--- src/rtl/result_unloader_if.sv ---
// Memory read port and transmit byte stream of the result unloader.
// master: the unloader side; slave: the memory/transmitter side.
interface result_unloader_if #(
    parameter int ADDR_W = 8,
    parameter int DATA_W = 16
);
    logic              mem_rd_en;
    logic [ADDR_W-1:0] mem_addr;
    logic [DATA_W-1:0] mem_data;
    logic [7:0]        tx_data;
    logic              tx_valid;
    logic              tx_ready;

    modport master (
        output mem_rd_en, mem_addr, tx_data, tx_valid,
        input  mem_data, tx_ready
    );

    modport slave (
        input  mem_rd_en, mem_addr, tx_data, tx_valid,
        output mem_data, tx_ready
    );
endinterface

--- src/rtl/result_unloader.sv ---
// result_unloader: reads count words from data memory starting at base_addr
// (wrapping modulo 2^ADDR_W) and streams each word out high byte first over
// a valid/ready byte interface. Reports busy and a one-cycle done pulse.
// Optional macro UNLOAD_HEADER_EN: prefix a non-empty dump with 0xA5, count.
module result_unloader #(
    parameter int ADDR_W      = 8,
    parameter int DATA_W      = 16,
    parameter int MEM_LATENCY = 1
) (
    input  logic                clock,
    input  logic                rst_n,
    input  logic                start,
    input  logic [ADDR_W-1:0]   base_addr,
    input  logic [ADDR_W-1:0]   count,
    result_unloader_if.master   bus,
    output logic                busy,
    output logic                done
);

    typedef enum logic [2:0] {
        IDLE,
        ISSUE,
        WAIT,
        SEND_HI,
        SEND_LO,
`ifdef UNLOAD_HEADER_EN
        HEADER,
`endif
        FINISH
    } state_t;

    localparam logic [1:0] LAT_LAST = 2'(MEM_LATENCY - 1);

    state_t            state, state_n;
    logic [ADDR_W-1:0] base_q, base_n;
    logic [ADDR_W-1:0] count_q, count_n;
    logic [ADDR_W-1:0] index_q, index_n;
    logic [DATA_W-1:0] word_q, word_n;
    logic [1:0]        wait_q, wait_n;
`ifdef UNLOAD_HEADER_EN
    logic              hdr_q, hdr_n;
`endif

    logic              mem_rd_en_q, mem_rd_en_n;
    logic [ADDR_W-1:0] mem_addr_q, mem_addr_n;
    logic [7:0]        tx_data_q, tx_data_n;
    logic              tx_valid_q, tx_valid_n;
    logic              busy_q, busy_n;
    logic              done_q, done_n;

    assign bus.mem_rd_en = mem_rd_en_q;
    assign bus.mem_addr  = mem_addr_q;
    assign bus.tx_data   = tx_data_q;
    assign bus.tx_valid  = tx_valid_q;
    assign busy          = busy_q;
    assign done          = done_q;

    // State, datapath and registered outputs; async reset clears everything
    always_ff @(posedge clock or negedge rst_n) begin
        if (!rst_n) begin
            state       <= IDLE;
            base_q      <= '0;
            count_q     <= '0;
            index_q     <= '0;
            word_q      <= '0;
            wait_q      <= '0;
`ifdef UNLOAD_HEADER_EN
            hdr_q       <= 1'b0;
`endif
            mem_rd_en_q <= 1'b0;
            mem_addr_q  <= '0;
            tx_data_q   <= '0;
            tx_valid_q  <= 1'b0;
            busy_q      <= 1'b0;
            done_q      <= 1'b0;
        end else begin
            state       <= state_n;
            base_q      <= base_n;
            count_q     <= count_n;
            index_q     <= index_n;
            word_q      <= word_n;
            wait_q      <= wait_n;
`ifdef UNLOAD_HEADER_EN
            hdr_q       <= hdr_n;
`endif
            mem_rd_en_q <= mem_rd_en_n;
            mem_addr_q  <= mem_addr_n;
            tx_data_q   <= tx_data_n;
            tx_valid_q  <= tx_valid_n;
            busy_q      <= busy_n;
            done_q      <= done_n;
        end
    end

    // Next state; outputs are decoded from the next state so they are registered
    always_comb begin
        state_n   = state;
        base_n    = base_q;
        count_n   = count_q;
        index_n   = index_q;
        word_n    = word_q;
        wait_n    = wait_q;
        tx_data_n = tx_data_q;
`ifdef UNLOAD_HEADER_EN
        hdr_n     = hdr_q;
`endif

        case (state)
            IDLE: begin
                if (start) begin
                    base_n  = base_addr;
                    count_n = count;
                    index_n = '0;
                    if (count == '0) begin
                        state_n = FINISH;
                    end else begin
`ifdef UNLOAD_HEADER_EN
                        hdr_n     = 1'b0;
                        tx_data_n = 8'hA5;
                        state_n   = HEADER;
`else
                        state_n   = ISSUE;
`endif
                    end
                end
            end
`ifdef UNLOAD_HEADER_EN
            HEADER: begin
                if (bus.tx_ready) begin
                    if (!hdr_q) begin
                        hdr_n     = 1'b1;
                        tx_data_n = 8'(count_q);
                    end else begin
                        state_n = ISSUE;
                    end
                end
            end
`endif
            ISSUE: begin
                wait_n  = '0;
                state_n = WAIT;
            end
            WAIT: begin
                // Byte registers load straight from memory so SEND_HI presents data immediately
                if (wait_q == LAT_LAST) begin
                    word_n    = bus.mem_data;
                    tx_data_n = bus.mem_data[15:8];
                    state_n   = SEND_HI;
                end else begin
                    wait_n = wait_q + 2'd1;
                end
            end
            SEND_HI: begin
                if (bus.tx_ready) begin
                    tx_data_n = word_q[7:0];
                    state_n   = SEND_LO;
                end
            end
            SEND_LO: begin
                if (bus.tx_ready) begin
                    index_n = index_q + ADDR_W'(1);
                    state_n = (index_n == count_q) ? FINISH : ISSUE;
                end
            end
            FINISH: begin
                state_n = IDLE;
            end
            default: begin
                state_n = IDLE;
            end
        endcase

        mem_rd_en_n = (state_n == ISSUE);
        mem_addr_n  = (state_n == ISSUE) ? (base_n + index_n) : mem_addr_q;
        tx_valid_n  = (state_n == SEND_HI) || (state_n == SEND_LO)
`ifdef UNLOAD_HEADER_EN
                      || (state_n == HEADER)
`endif
                      ;
        busy_n      = (state_n != IDLE) && (state_n != FINISH);
        done_n      = (state_n == FINISH);
    end

endmodule

--- src/flat_wrapper.sv ---
// flat-port wrapper written by rule: the top's interface ports become plain ports
module result_unloader_flat 
#(
    parameter int ADDR_W      = 8,
    parameter int DATA_W      = 16,
    parameter int MEM_LATENCY = 1
)
  (clock, rst_n, start, base_addr, count, busy, done, bus_mem_rd_en, bus_mem_addr, bus_tx_data, bus_tx_valid, bus_mem_data, bus_tx_ready);
  result_unloader_if #(.ADDR_W(ADDR_W), .DATA_W(DATA_W)) bus_i ();
  input  logic clock;
  input  logic rst_n;
  input  logic start;
  input  logic [ADDR_W-1:0] base_addr;
  input  logic [ADDR_W-1:0] count;
  output logic busy;
  output logic done;
  output wire logic [$bits(bus_i.mem_rd_en)-1:0] bus_mem_rd_en;
  output wire logic [$bits(bus_i.mem_addr)-1:0] bus_mem_addr;
  output wire logic [$bits(bus_i.tx_data)-1:0] bus_tx_data;
  output wire logic [$bits(bus_i.tx_valid)-1:0] bus_tx_valid;
  input wire logic [$bits(bus_i.mem_data)-1:0] bus_mem_data;
  input wire logic [$bits(bus_i.tx_ready)-1:0] bus_tx_ready;
  assign bus_mem_rd_en = bus_i.mem_rd_en;
  assign bus_mem_addr = bus_i.mem_addr;
  assign bus_tx_data = bus_i.tx_data;
  assign bus_tx_valid = bus_i.tx_valid;
  assign bus_i.mem_data = bus_mem_data;
  assign bus_i.tx_ready = bus_tx_ready;
  result_unloader #(.ADDR_W(ADDR_W), .DATA_W(DATA_W), .MEM_LATENCY(MEM_LATENCY)) u_core (.clock(clock), .rst_n(rst_n), .start(start), .base_addr(base_addr), .count(count), .bus(bus_i), .busy(busy), .done(done));
endmodule
--- config.mk ---
export PLATFORM = sky130hd
export DESIGN_NAME = result_unloader_flat
export DESIGN_NICKNAME = d
export VERILOG_FILES = /design/src/rtl/result_unloader_if.sv /design/src/rtl/result_unloader.sv /design/src/flat_wrapper.sv
export SDC_FILE = /design/constraint.sdc
export NUM_CORES = 1
export LEC_CHECK = 0
export ABC_CLOCK_PERIOD_IN_PS = 7200
export CORE_UTILIZATION = 57
export CTS_CLUSTER_DIAMETER = 100
export DETAILED_ROUTE_END_ITERATION = 8
export PLACE_DENSITY = 0.94
export SLEW_MARGIN = 20
export SYNTH_ARGS = -nofsm -noshare
export SYNTH_HDL_FRONTEND = slang
export SYNTH_SLANG_ARGS = --single-unit
--- constraint.sdc ---
create_clock -name clock -period 7.2 [get_ports clock]
set_input_delay 0.72 -clock clock [delete_from_list [all_inputs] [get_ports clock]]
set_output_delay 0.72 -clock clock [all_outputs]
set_load 0.05 [all_outputs]
==> reports/qor.yml <==
synth-edff-count: 0
synth_seq_area_share_pct: 46.2
drt_iter0_drc: 254
synth_top_area_share_pct: 46.2
crit_family: "buffers and inverters"
slowest_delay_ns: 0.57
num_rows: 26
clockBufferDepth: 2
drive_gt1_share_pct: 15.8
async_flop_share_pct: 100
dr.pass1.iters: 4
cts-root-buf: "clkbuf_8"
finalNetCount: 383
status: "complete, no violations"
ctsResizeCount: 0
synthToLayoutAreaGrowth_pct: 25.1
fin_util_pct: 74.6
synth_cell_types: 55
final_common_cell: "dfrtp_1"
grt_pass1_wl_mm: 11.2
timing.clock.skew_ns: 0.00593
wl_per_cell_um: 16.9
setup_ws_ns: 3.56
cap_violations: 0
cp_slowest_cell: "clkdlybuf4s50_1"
synth_area_leaders: "dfrtp_1, mux2_2, o21ai_0, mux2i_1, ha_1"
start_kind: "primary input"
finalSetupTns_ns: 0
met2_usage_pct: 44.4
viasPerCell: 5.80
final_max_slew_viol_count: 0
fmax_mhz: 275
die_height_um: 75.6
die_area_um2: 5710
syn-instance-count: 282
syn_nets: 328
postCtsSetupBuffers: 0
cts.sinks: 57
grt.busiest_layer: "met2"
setup_viol_count_final: 0
grt_max_degree: 58
wirelength_mm: 6.95
gr-usage-met3_pct: 5.82
io_buffers: 55
gr-total-overflow: 0
cts_tree: "yes"
cp.required_ns: 7.41
grtUsageTotal_pct: 27.3
gp_congestion: 0.908
clk_latency_ns: 0.34
antenna_found_initial: 0
rsz0062_at_grt: "false"
crit_chain: "clkdlybuf4s50_1, nor4b_2, buf_4, mux2_2, ha_1, inv_1, fa_1, nor2b_1, o21ai_0, a21boi_0, o21ai_0, nor3b_1, o31ai_1"
hold_viol_final: 0
crit_buf_inv: 3
postRouteAntennaNets: 0
syn-cell-area_um2: 3090
fin_crit_ns: 3.64
vias: 2382
cts_hold_buf: 0
worstMarginPinSlew_ns: 0.706
fill_cells: 348
path_class: "primary input to flop"
initial_core_util_pct: 59.7
totalPowerFinal_w: 0.00165
timing.final.crit_share_pct: 50.6
cts_inserted_buffers: 9
crit_fanout: 18
yosysWarnings: 0
syn_avg_cell_area_um2: 10.9
n_antenna_cell: 0
clkTransAtPathRegs_ns: 0.06
final_cell_mix: "dfrtp_1, clkdlybuf4s50_1, nand2_1"
synthFlopType: "dfrtp_1"
fp.dieW_um: 75.6
min_path_type: "flop to flop"
irDropWorstVdd_uv: 296
htreeDepth: 3
slew_headroom_pct: 52.9
powerDensity_nw_per_um2: 428
synth_largest_area_cell: "dfrtp_1"
use_met1_pct: 33.5
cellLeakagePower_nw: 1.67
core_area_um2: 5170
first_global_vias: 2373
num_io_pins: 56
dpl.hpwl_mm: 5.07
crit_arrival_ns: 3.85
drc: 0
crit_path_end_kind: "flop"
cpMostUsedCell: "o21ai_0"
place_ws_ns: 3.24
synth_seq_cells: 57
## registers in the layout, summed over array words and instances, names as in the netlist
name and flops:
u_core.state 3, u_core.bus.tx_data 8, u_core.bus.mem_addr 8, u_core.bus.mem_rd_en 1
u_core.busy 1, u_core.word_q 8, u_core.done 1, u_core.count_q 8
u_core.bus.tx_valid 1, u_core.index_q 8, u_core.base_q 8, u_core.wait_q 2
## layout make-up
class	count	area [um^2]	area share, %
clock inverters	2	12.5	0.324
multi-input cells	197	1550	40.1
repair buffers	57	561	14.5
clock buffers	13	169	4.37
inverters	15	58.8	1.52
well taps	70	87.6	2.27
flip-flops and latches	57	1430	36.9
## path summary, 6_finish.rpt
kind	startpoint	endpoint	slack (ns)	depth (start not counted)
worst max-delay path	start	u_core.bus.mem_addr[6]	3.56	13
worst min-delay path	u_core.bus.tx_data[1]	u_core.bus.tx_data[1]	0.48	2
worst max register to register	u_core.state[2]	u_core.bus.mem_addr[6]	3.73	12
worst min register to register	u_core.bus.tx_data[1]	u_core.bus.tx_data[1]	0.48	2
max in group asynchronous	rst_n	u_core.count_q[7]	6.21	2
min in group asynchronous	rst_n	u_core.count_q[4]	0.51	2
## worst min-delay path: cells and delay by family (launching register included)
kind / cells / cell delay, ns
AOI/OAI and AO/OA: 1 / 0.06
DFF: 1 / 0.34
and+or+nand+nor: 1 / 0.05
## Yosys cell counts (3+ instances only)
library cell   n
dfrtp_1       57
a21oi_1        6
mux2i_1       12
nor3_1         5
buf_2          5
nand3_1        5
ha_1           9
clkbuf_1       5
xnor2_1       10
xor2_1         3
o21ai_0       25
a21o_1         5
nand2_1       26
inv_1         14
a22o_1         5
mux2_2        23
nand4_1        3
mux2_4         4
o211ai_1       4
nor2_1         8
a22oi_1        3
## power breakdown
part	switching (W)	internal [W]	total (W)
clock network	0.000123	0.000151	0.000273
logic	0.000474	0.000349	0.000822
registers	0.000100	0.000457	0.000557
## stage by stage
| step | cells | instance area, um^2 | hold WS (ns) |
|---|---|---|---|
| floorplan | 282 | 3090 | 0.424 |
| global placement | 396 | 3680 | 0.462 |
| detailed placement | 396 | 3680 | 0.473 |
| CTS | 411 | 3860 | 0.487 |
| global route | 411 | 3860 | 0.509 |
| finish | 411 | 3860 | 0.480 |
## routing by layer
| layer | share of wire, % | vias to the layer above |
|---|---|---|
| met3 | 4.7 | 24 |
| met4 | 3.0 | 0 |
| met5 | 0 | - |
| li1 | - | 1130 |
| met1 | 42 | 1149 |
| met2 | 50 | 79 |
## kinds of logic (layout without fill, tap and decap cells)
group,count (synthesis),in the layout,share of synthesized area (%)
compound gates,67,67,15.4
xor+xnor,15,15,5.15
fa+ha+maj,10,10,4.30
buf+inv,28,87,3.85
flops,57,57,46.2
mux,39,39,14.2
simple gates,66,66,10.9
(Power assumes the default switching activity.)
